--- src/rtl/picosoc_bus_fabric_pkg.sv ---
// Shared types and constants for the PicoRV32 bus fabric.
package picosoc_bus_pkg;

  localparam int unsigned MAX_SLAVES = 16;

  localparam int unsigned ERR_UNMAPPED = 0;
  localparam int unsigned ERR_TIMEOUT  = 1;

  localparam logic [31:0] ERR_RDATA_DFLT = 32'hBADB_AD00;

  typedef enum logic [1:0] {
    IDLE,
    ACCESS,
    ERR
  } bus_state_t;

  // Pull the 32-bit entry for slave idx out of a flattened address table.
  function automatic logic [31:0] slv_field(input logic [32*MAX_SLAVES-1:0] vec,
                                            input int unsigned idx);
    return vec[32*idx +: 32];
  endfunction

endpackage

--- src/rtl/picosoc_bus_fabric_if.sv ---
// PicoRV32 native bus on the CPU side plus the fanned-out slave signals.
// master: the CPU driving requests; slave: the fabric answering them and
// forwarding to the memory-mapped slaves.
interface picosoc_bus_fabric_if #(
  parameter int unsigned N_SLAVES = 4
) ();

  logic                  m_valid;
  logic                  m_instr;
  logic                  m_ready;
  logic [31:0]           m_addr;
  logic [31:0]           m_wdata;
  logic [3:0]            m_wstrb;
  logic [31:0]           m_rdata;

  logic [N_SLAVES-1:0]   s_valid;
  logic [N_SLAVES-1:0]   s_ready;
  logic [31:0]           s_addr;
  logic [31:0]           s_wdata;
  logic [3:0]            s_wstrb;
  logic [32*N_SLAVES-1:0] s_rdata;

  modport master (
    output m_valid, m_instr, m_addr, m_wdata, m_wstrb,
    input  m_ready, m_rdata
  );

  modport slave (
    input  m_valid, m_instr, m_addr, m_wdata, m_wstrb,
    output m_ready, m_rdata,
    output s_valid, s_addr, s_wdata, s_wstrb,
    input  s_ready, s_rdata
  );

endinterface

--- src/rtl/picosoc_bus_fabric_addr_decode.sv ---
// Table-driven priority address decoder: lowest matching slave index wins.
module picosoc_addr_decode
  import picosoc_bus_pkg::*;
#(
  parameter int unsigned          N_SLAVES = 4,
  parameter logic [32*N_SLAVES-1:0] SLV_BASE = '0,
  parameter logic [32*N_SLAVES-1:0] SLV_MASK = '0
) (
  input  logic [31:0]         addr,
  output logic [N_SLAVES-1:0] hit,
  output logic                miss
);

  localparam int unsigned TBL_W = 32 * MAX_SLAVES;
  localparam logic [TBL_W-1:0] BASE_TBL = TBL_W'(SLV_BASE);
  localparam logic [TBL_W-1:0] MASK_TBL = TBL_W'(SLV_MASK);

  // Scan upward and stop at the first match so overlaps resolve to the lowest index.
  always_comb begin
    hit  = '0;
    miss = 1'b1;
    for (int unsigned i = 0; i < N_SLAVES; i++) begin
      if (miss && ((addr & slv_field(MASK_TBL, i)) == slv_field(BASE_TBL, i))) begin
        hit[i] = 1'b1;
        miss   = 1'b0;
      end
    end
  end

endmodule

--- src/rtl/picosoc_bus_fabric.sv ---
// Interconnect between the PicoRV32 native bus and N slaves with registered
// slave selection, a per-transfer timeout and sticky bus-error reporting.
module picosoc_bus_fabric
  import picosoc_bus_pkg::*;
#(
  parameter int unsigned            N_SLAVES  = 4,
  parameter logic [32*N_SLAVES-1:0] SLV_BASE  = '0,
  parameter logic [32*N_SLAVES-1:0] SLV_MASK  = '0,
  parameter int unsigned            TIMEOUT   = 255,
  parameter logic [31:0]            ERR_RDATA = ERR_RDATA_DFLT
) (
  input  logic                 clk,
  input  logic                 reset,
  picosoc_bus_fabric_if.slave  bus,
  input  logic                 err_clr,
  output logic                 err_irq,
  output logic [1:0]           err_status,
  output logic [31:0]          err_addr
);

  localparam int unsigned CNT_W = (TIMEOUT > 0) ? $clog2(TIMEOUT + 1) : 1;
  localparam logic [CNT_W-1:0] CNT_LAST = CNT_W'((TIMEOUT > 0) ? TIMEOUT - 1 : 0);

  bus_state_t          state;
  logic [N_SLAVES-1:0] sel_q;
  logic [N_SLAVES-1:0] hit;
  logic                miss;
  logic [CNT_W-1:0]    cnt;
  logic                sel_ready;
  logic                timeout_hit;
  logic [1:0]          err_set;
  logic [31:0]         rdata_sel;
  logic                unused_instr;

  picosoc_addr_decode #(
    .N_SLAVES (N_SLAVES),
    .SLV_BASE (SLV_BASE),
    .SLV_MASK (SLV_MASK)
  ) u_decode (
    .addr (bus.m_addr),
    .hit  (hit),
    .miss (miss)
  );

  assign unused_instr = bus.m_instr;

  assign bus.s_addr  = bus.m_addr;
  assign bus.s_wdata = bus.m_wdata;
  assign bus.s_wstrb = bus.m_wstrb;

  assign sel_ready   = |(bus.s_ready & sel_q);
  assign timeout_hit = (TIMEOUT != 0) && (cnt == CNT_LAST);

  // Error events recorded on the edge that moves the FSM into ERR.
  always_comb begin
    err_set               = '0;
    err_set[ERR_UNMAPPED] = (state == IDLE) && bus.m_valid && miss;
    err_set[ERR_TIMEOUT]  = (state == ACCESS) && bus.m_valid && !sel_ready && timeout_hit;
  end

  // Read-data mux driven by the latched one-hot selection.
  always_comb begin
    rdata_sel = '0;
    for (int unsigned i = 0; i < N_SLAVES; i++) begin
      if (sel_q[i]) rdata_sel = rdata_sel | bus.s_rdata[32*i +: 32];
    end
  end

  // Master/slave handshake outputs, forced quiet while reset is asserted.
  always_comb begin
    bus.s_valid = '0;
    bus.m_ready = 1'b0;
    bus.m_rdata = '0;
    if (!reset) begin
      case (state)
        ACCESS: begin
          bus.s_valid = sel_q;
          bus.m_ready = bus.m_valid && sel_ready;
          bus.m_rdata = rdata_sel;
        end
        ERR: begin
          bus.m_ready = 1'b1;
          bus.m_rdata = ERR_RDATA;
        end
        default: ;
      endcase
    end
  end

  // Transfer FSM, timeout counter and sticky error registers.
  always_ff @(posedge clk) begin
    if (reset) begin
      state      <= IDLE;
      sel_q      <= '0;
      cnt        <= '0;
      err_irq    <= 1'b0;
      err_status <= '0;
      err_addr   <= '0;
    end else begin
      err_irq <= 1'b0;

      case (state)
        IDLE: begin
          if (bus.m_valid) begin
            if (miss) begin
              state   <= ERR;
              err_irq <= 1'b1;
            end else begin
              sel_q <= hit;
              cnt   <= '0;
              state <= ACCESS;
            end
          end
        end
        ACCESS: begin
          if (!bus.m_valid || sel_ready) begin
            state <= IDLE;
            sel_q <= '0;
          end else if (timeout_hit) begin
            state   <= ERR;
            sel_q   <= '0;
            err_irq <= 1'b1;
          end else if (cnt != CNT_LAST) begin
            cnt <= cnt + 1'b1;
          end
        end
        ERR:     state <= IDLE;
        default: state <= IDLE;
      endcase

      // A clear in the same cycle as a new error yields the new error alone.
      if (|err_set) begin
        err_status <= (err_clr ? 2'b00 : err_status) | err_set;
        if (err_clr || (err_status == 2'b00)) err_addr <= bus.m_addr;
      end else if (err_clr) begin
        err_status <= '0;
        err_addr   <= '0;
      end
    end
  end

endmodule

--- src/flat_wrapper.sv ---
// flat-port wrapper written by rule: the top's interface ports become plain ports
module picosoc_bus_fabric_flat import picosoc_bus_pkg::*;
#(
  parameter int unsigned            N_SLAVES  = 4,
  parameter logic [32*N_SLAVES-1:0] SLV_BASE  = '0,
  parameter logic [32*N_SLAVES-1:0] SLV_MASK  = '0,
  parameter int unsigned            TIMEOUT   = 255,
  parameter logic [31:0]            ERR_RDATA = ERR_RDATA_DFLT
)
  (clk, reset, err_clr, err_irq, err_status, err_addr, bus_m_valid, bus_m_instr, bus_m_addr, bus_m_wdata, bus_m_wstrb, bus_m_ready, bus_m_rdata, bus_s_valid, bus_s_addr, bus_s_wdata, bus_s_wstrb, bus_s_ready, bus_s_rdata);
  picosoc_bus_fabric_if #(.N_SLAVES(N_SLAVES)) bus_i ();
  input  logic clk;
  input  logic reset;
  input  logic err_clr;
  output logic err_irq;
  output logic [1:0] err_status;
  output logic [31:0] err_addr;
  input wire logic [$bits(bus_i.m_valid)-1:0] bus_m_valid;
  input wire logic [$bits(bus_i.m_instr)-1:0] bus_m_instr;
  input wire logic [$bits(bus_i.m_addr)-1:0] bus_m_addr;
  input wire logic [$bits(bus_i.m_wdata)-1:0] bus_m_wdata;
  input wire logic [$bits(bus_i.m_wstrb)-1:0] bus_m_wstrb;
  output wire logic [$bits(bus_i.m_ready)-1:0] bus_m_ready;
  output wire logic [$bits(bus_i.m_rdata)-1:0] bus_m_rdata;
  output wire logic [$bits(bus_i.s_valid)-1:0] bus_s_valid;
  output wire logic [$bits(bus_i.s_addr)-1:0] bus_s_addr;
  output wire logic [$bits(bus_i.s_wdata)-1:0] bus_s_wdata;
  output wire logic [$bits(bus_i.s_wstrb)-1:0] bus_s_wstrb;
  input wire logic [$bits(bus_i.s_ready)-1:0] bus_s_ready;
  input wire logic [$bits(bus_i.s_rdata)-1:0] bus_s_rdata;
  assign bus_i.m_valid = bus_m_valid;
  assign bus_i.m_instr = bus_m_instr;
  assign bus_i.m_addr = bus_m_addr;
  assign bus_i.m_wdata = bus_m_wdata;
  assign bus_i.m_wstrb = bus_m_wstrb;
  assign bus_m_ready = bus_i.m_ready;
  assign bus_m_rdata = bus_i.m_rdata;
  assign bus_s_valid = bus_i.s_valid;
  assign bus_s_addr = bus_i.s_addr;
  assign bus_s_wdata = bus_i.s_wdata;
  assign bus_s_wstrb = bus_i.s_wstrb;
  assign bus_i.s_ready = bus_s_ready;
  assign bus_i.s_rdata = bus_s_rdata;
  picosoc_bus_fabric #(.N_SLAVES(N_SLAVES), .SLV_BASE(SLV_BASE), .SLV_MASK(SLV_MASK), .TIMEOUT(TIMEOUT), .ERR_RDATA(ERR_RDATA)) u_core (.clk(clk), .reset(reset), .bus(bus_i), .err_clr(err_clr), .err_irq(err_irq), .err_status(err_status), .err_addr(err_addr));
endmodule
--- config.mk ---
export PLATFORM = sky130hd
export DESIGN_NAME = picosoc_bus_fabric_flat
export DESIGN_NICKNAME = d
export VERILOG_FILES = /design/src/rtl/picosoc_bus_fabric_pkg.sv /design/src/rtl/picosoc_bus_fabric_if.sv /design/src/rtl/picosoc_bus_fabric_addr_decode.sv /design/src/rtl/picosoc_bus_fabric.sv /design/src/flat_wrapper.sv
export SDC_FILE = /design/constraint.sdc
export NUM_CORES = 1
export LEC_CHECK = 0
export CELL_PAD_IN_SITES_DETAIL_PLACEMENT = 0
export CELL_PAD_IN_SITES_GLOBAL_PLACEMENT = 1
export CORE_MARGIN = 5
export CORE_UTILIZATION = 16
export CTS_CLUSTER_DIAMETER = 40
export DETAILED_ROUTE_END_ITERATION = 7
export MAX_ROUTING_LAYER = met4
export PLACE_DENSITY_LB_ADDON = 0.1
export SETUP_SLACK_MARGIN = 0.2
export SLEW_MARGIN = 30
export SYNTH_ARGS = -nofsm -noshare
export SYNTH_HDL_FRONTEND = slang
export SYNTH_SLANG_ARGS = --single-unit
--- constraint.sdc ---
create_clock -name clk -period 2.3 [get_ports clk]
set_input_delay 0.46 -clock clk [delete_from_list [all_inputs] [get_ports clk]]
set_output_delay 0.46 -clock clk [all_outputs]
set_load 0.01 [all_outputs]
-- Word-level counts from Yosys, hierarchy flattened
Cells that the tools add are included.
- register bits after elaboration: 49
- bits in latches: 0
- bits in writable memories: 0
- ROM bits: 0
- input bits: 205
- output and inout port bits: 140
- word-level logic and storage cells: 70
- memories kept: 0
- add/sub/neg operators: 1
- multipliers: 0
- div/mod/pow operators: 0
- $lt $le $gt $ge: 0
- equality and inequality tests: 10
- shift operators: 0
- mux-type cells: 29
- bitwise gates (word level): 6
- reduce and logical (&&, ||, !) cells: 18
- operators with widths (cell ; count):
    $mux W32 ; 8
    $or A32 B32 Y32 ; 3
    $pmux W32 S2 ; 1
    $mux W8 ; 4
    $mux W4 ; 5
    $pmux W8 S2 ; 1
    $mux W2 ; 5
    $ne A2 B2 Y1 const B ; 5
    $add A8 B1 Y8 const B ; 1
    $eq A8 B8 Y1 const B ; 1
    $ne A8 B8 Y1 const B ; 1
    $pmux W4 S2 ; 1
    $reduce_and A5 Y1 ; 1
    $and A4 B4 Y4 ; 1
    $logic_and A1 B1 Y1 ; 4
    $logic_not A2 Y1 ; 2
    $pmux W2 S2 ; 1
    $reduce_and A2 Y1 ; 2
    $reduce_bool A2 Y1 ; 2
    $reduce_or A4 Y1 ; 1
    $ne A3 B2 Y1 const B ; 1
    $reduce_and A3 Y1 ; 1
    $reduce_or A3 Y1 ; 1
    $eq A2 B1 Y1 const B ; 1
    other kinds (7) ; 10

-- Depth between registers and ports, before layout
- word-level depth: 9
- mapped depth: 8
- mapped depth without buffers: 6

-- Cells and area by module
A second synthesis with hierarchy kept.
- cell total of the unflattened synthesis: 454
- area total of the unflattened synthesis: 3558.4 sq um
- by module, submodules not included (module ; times used ; cells an instance ; area an instance (sq um) ; seq. area each (sq um)):
    picosoc_bus_fabric ; 1 ; 447 ; 3513.4 ; 980.9
    picosoc_addr_decode ; 1 ; 7 ; 45.0 ; 0.0

-- Worst setup path after synthesis
No wires, ideal clock.
- path type: reg-to-output
- start: register u_core.state[1]
- end: output bus_m_rdata[12]
- data arrival time: 1.467 ns
- required time: 1.840 ns
- slack: 0.373 ns
- stages on the path, launching flop included: 8
- path buffers: 2
- cell sequence: dfxtp_1 > inv_1 > ha_1 > and2b_4 > and3_1 > clkbuf_1 > clkbuf_1 > and2_1
- longest elaborated chain between the ends: 3
- elaborated cells on any way between the ends: 4
- classes of those cells: 2 x eq/ne; 2 x mux
- ends and longest elaborated chain (what ; line ; RTL):
    from (decl) ; picosoc_bus_fabric.sv:24 ; bus_state_t state;
    from (signal assigned) ; picosoc_bus_fabric.sv:93 ; state <= IDLE;
    from (signal assigned) ; picosoc_bus_fabric.sv:106 ; state <= ERR;
    from (signal assigned) ; picosoc_bus_fabric.sv:111 ; state <= ACCESS;
    $eq A2 B2 Y1 / $eq A2 B1 Y1 (equally long branches) ; picosoc_bus_fabric.sv:75 ; case (state)
    $pmux W32 S2 (*) ; picosoc_bus_fabric.sv:75 ;
    $mux W32 (*) ; picosoc_bus_fabric.sv:74 ; if (!reset) begin
    to (decl) ; flat_wrapper.sv:24 ; output wire logic [$bits(bus_i.m_rdata)-1:0] bus_m_rdata;
Every way passes the cells marked *; elsewhere a longest branch is shown, timed or not.

-- Final worst setup path
- start: register u_core.state[1]
- end: output bus_m_rdata[24]
Same word-level chain as after synthesis.

==> out/metrics.sh <==
DPL.CELL_COUNT=604
CATEGORY_OF_THE_MOST_CRITICAL_SETUP_PATH='reg -> out'
SYNTH_SEQUENTIAL_AREA_RATIO=0.3467
PLACEMENT.CELL_AREA_UM2=4028
SETUP-VIOLATIONS-FINAL=0
CTS-ROOT-BUF='sky130_fd_sc_hd__clkbuf_16'
WORST_HOLD_PATH_TYPE='reg -> reg'
GP_CONGESTION=0.7170
CTSLONGESTPATHBUFFERS=2
NUM_VIAS=2350
FP.COREAREA_UM2=15890
POST-DP-HPWL_UM=6958
SYNTH_TOP_CELLS_BY_COUNT='sky130_fd_sc_hd__buf_4 (72), sky130_fd_sc_hd__dfxtp_1 (45), sky130_fd_sc_hd__nand2_1 (39)'
REPORT.FINAL.HOLD_VIOL_COUNT=0
LAYOUT_SETUP_WS_PS=108.1
CRIT_FAMILY='simple AND/OR/NAND/NOR gates'
CTS_TREE='done'
SYNTH-EDFF-COUNT=0
FLOORPLAN.DIE.HEIGHT_UM=137.4
CRITPATHCAPTURETYPE='output port'
VIAS_IN_THE_FIRST_GLOBAL_ROUTE=2439
SYNTH.CELL_AREA_UM2=2599
PLACE_WORST_SETUP_SLACK_PS=-450.4
FINALCRITICALPERIOD_PS=2192
FINAL.PERIOD_UTILIZATION=0.9530
NETLIST.TOP_CELL.BY_AREA='sky130_fd_sc_hd__dfxtp_1'
WL_PER_CELL_UM=14.70
SYNTH_ASYNC_SR_FLOP_SHARE=0
FINAL.SETUP_SKEW_PS=3.640
DIE-AREA_UM2=18890
SYNTH_TOP_FLOP_CELL='sky130_fd_sc_hd__dfxtp_1'
STATUS='complete, no violations'
INITIAL_CORE_UTIL=0.1636
YOSYSTOPAREACELLSHARE=0.3467
FILLER_CELL_COUNT=1735
VDD_DROP_MAX_V=0.0002407
CP-START-KIND='flip-flop'
SYNTH.FF_LATCH_COUNT=45
CTS.SINK_COUNT=45
CP_CELL_SEQUENCE='inv_4, ha_4, and2b_4, and3_4, buf_12, buf_6, and2_4, buf_6'
CP_DATA_ARRIVAL_TIME_PS=1730
POWER.TOTAL_mW=1.980
BOUNDARYPINS=345
GRT_USAGE=0.09149
IO_BUFFER_COUNT=168
FINAL-SEQ-AREA_UM2=905.9
CRIT-REG2REG-CAPTURE='u_core.err_addr[29]$_SDFFE_PP0P_'
DIE_W_UM=137.4
NETLIST_INSTANCES=289
CTS-HTREE-LEVELS=2
FIRSTDRTPASSITERS=4
GRT_MAX_DEGREE=33
SYNTHMOSTINSTANTIATEDCELL='sky130_fd_sc_hd__buf_4'
GRT_RESIDUAL_OVERFLOW=0
DESIGN.FINAL.NETS=613
HOLDPATHEND='u_core.err_addr[2]$_SDFFE_PP0P_'
CP_COMMON_CELL='sky130_fd_sc_hd__buf_6'
AREAGROWTHSYNTHTOFINISH_PCT=70.00
FIN_AREA_UM2=4418
POST_SYNTH.CELL_AREA_AVG_UM2=8.992
WORSTSKEWPAIRLATENCY_PS=290
RSZ0062_AT_GRT='true'
NUMBER_OF_DISTINCT_LIBRARY_CELL_VARIANTS_IN_THE_GATE_LEVEL_NETLIST_AFTER_SYNTHESIS=40
POWER_DENS_CELLS_nW_PER_UM2=448.2
WIRELENGTH_UM=9117
LEAKAGE_nW=1.812
WORST-R2R-CELL-COUNT=8
ANT_NETS=0
GRT_ANTENNA_BEFORE_REPAIR=0
CRIT_PATH_REQUIRED_TIME_PS=1840
FINALCOREUTILIZATION=0.2781
HOLD_PATH_STARTPOINT='u_core.err_addr[2]$_SDFFE_PP0P_'
TIMING.MAX_CAP.VIOLATIONS=0
MAX_FREQ_MHz=456.2
CTS-BUFFERS-INSERTED=5
CRIT_FANOUT=5
MULTI_INPUT_AREA_UM2=1171
SLEW_VIOLATIONS=0
SYNTH_TOP_CELLS_BY_AREA='sky130_fd_sc_hd__dfxtp_1 (35%), sky130_fd_sc_hd__buf_4 (21%), sky130_fd_sc_hd__a22o_1 (11%), sky130_fd_sc_hd__nand2_1 (5.6%), sky130_fd_sc_hd__and2_1 (3.9%)'
DIODES=0
VIA_PER_INST=3.790
CTS.CLK_SLEW.WORST_PATHS_PS=60
CRIT_PATH_MAX_INCR_DELAY_PS=350
POST_LAYOUT_NONFILLER_INSTANCES=620
FF2FF_SETUP_SLACK_PS=460
FIRST_PASS_GRT_WIRE_LENGTH_UM=13050
HOLD_PATH_DEPTH=1
DRT_ITER0_DRC=37
BEGINNING_OF_THE_WORST_REGISTER_TO_REGISTER_PATH='u_core.state[1]$_SDFFE_PP0P_'
ROUTE.DETAILED.DRC=0
PLACEMENTROWS=46
SLOWEST_CP_CELL='sky130_fd_sc_hd__dfxtp_2'
MINIMUM_HOLD_SLACK_PS=471.4
CP_NUM_BUF_INV=4
YOSYSWARNINGS=0
FIN_SETUP_TNS_PS=0
DRIVE_ABOVE_1_SHARE=0.2772
-- cells by family after synthesis --
family | synth area share
simple gates | 0.1897
buf+inv | 0.2552
compound gates | 0.1830
flops | 0.3467
fa+ha+maj | 0.02407
other cells | 0.001443
-- metal layers --
metal,up-vias,GRT usage,routed length (µm)
li1,1140,-,-
met1,1052,0.1010,3426
met2,139,0.1518,4391
met3,19,0.03104,1112
met4,0,0.03603,186
met5,-,-,0
-- area by class of cell --
type                       count  share of cell area
clock buffer                   7             0.03229
clock inverter                 1            0.006797
inverter                       5            0.005381
multi-input combinational    157              0.2651
sequential                    45              0.2050
tap                          216             0.06117
timing repair buffer         189              0.4242
-- cell usage in the layout, fill, tap and decap left out, types with 2 or more instances in the layout --
cell type,synthesis,final
sky130_fd_sc_hd__conb_1,1,4
sky130_fd_sc_hd__dfxtp_1,45,43
sky130_fd_sc_hd__nor2_1,3,3
sky130_fd_sc_hd__a21oi_1,5,5
sky130_fd_sc_hd__buf_6,7,23
sky130_fd_sc_hd__and3_1,3,2
sky130_fd_sc_hd__or4_1,2,2
sky130_fd_sc_hd__clkbuf_2,0,2
sky130_fd_sc_hd__a2bb2oi_1,3,3
sky130_fd_sc_hd__clkbuf_16,0,6
sky130_fd_sc_hd__and2_4,2,13
sky130_fd_sc_hd__o21ai_0,3,3
sky130_fd_sc_hd__a211oi_1,3,3
sky130_fd_sc_hd__nand3b_1,2,2
sky130_fd_sc_hd__inv_1,5,3
sky130_fd_sc_hd__ha_4,0,2
sky130_fd_sc_hd__ha_1,5,3
sky130_fd_sc_hd__nand2_1,39,18
sky130_fd_sc_hd__nand2_2,0,18
sky130_fd_sc_hd__nand3_1,6,6
sky130_fd_sc_hd__buf_4,72,12
sky130_fd_sc_hd__a22o_1,32,32
sky130_fd_sc_hd__and2_1,16,5
sky130_fd_sc_hd__buf_2,2,13
sky130_fd_sc_hd__nand2b_1,4,4
sky130_fd_sc_hd__clkdlybuf4s50_1,0,133
sky130_fd_sc_hd__and3_4,2,3
sky130_fd_sc_hd__buf_16,0,2
sky130_fd_sc_hd__nor2b_1,2,2
sky130_fd_sc_hd__nand2_4,0,3
sky130_fd_sc_hd__a21boi_0,4,4
sky130_fd_sc_hd__inv_4,0,2
sky130_fd_sc_hd__nor3_1,3,3
-- how the worst max path moves through the flow --
| stage | slack, ps | startpoint | cells past startpoint | to |
|---|---|---|---|---|
| after floorplan | 370 | u_core.state[1]$_SDFFE_PP0P_ | 7 | bus_m_rdata[12] |
| after global placement | -490 | reset | 7 | bus_m_ready |
| after detailed placement | -450 | reset | 7 | bus_m_ready |
| after CTS | 30 | u_core.state[0]$_SDFFE_PP0P_ | 7 | bus_m_ready |
| after global routing | 40 | u_core.state[1]$_SDFFE_PP0P_ | 9 | bus_m_rdata[10] |
| final | 110 | u_core.state[1]$_SDFFE_PP0P_ | 8 | bus_m_rdata[24] |
-- worst register-to-register path: stages (launching register included) --
cell	delay [ps]
sky130_fd_sc_hd__dfxtp_2	350
sky130_fd_sc_hd__inv_4	50
sky130_fd_sc_hd__ha_4	150
sky130_fd_sc_hd__buf_4	150
sky130_fd_sc_hd__and2_4	150
sky130_fd_sc_hd__and2_4	170
sky130_fd_sc_hd__a311oi_4	300
sky130_fd_sc_hd__buf_4	290
sky130_fd_sc_hd__a22o_1	170
-- sequential cells by signal, indices dropped and copies added, names as in the netlist --
signal and cells:
u_core.sel_q 1, u_core.err_status 1, u_core.cnt 8, u_core.state 2, u_core.err_addr 32, u_core.err_irq 1
-- report_power, final --
group          internal, mW  switching (mW)
Sequential            0.785         0.00857
Combinational         0.207           0.126
Clock                 0.543           0.310
-- timing repair --
item,4_1_cts,5_1_grt
hold buffers,0,0
setup buffers,4,1
resized for setup,138,70
gates cloned,2,1
endpoints found under the setup margin,34,34
pin swaps,4,18
Power figures use the tool's default switching activity.
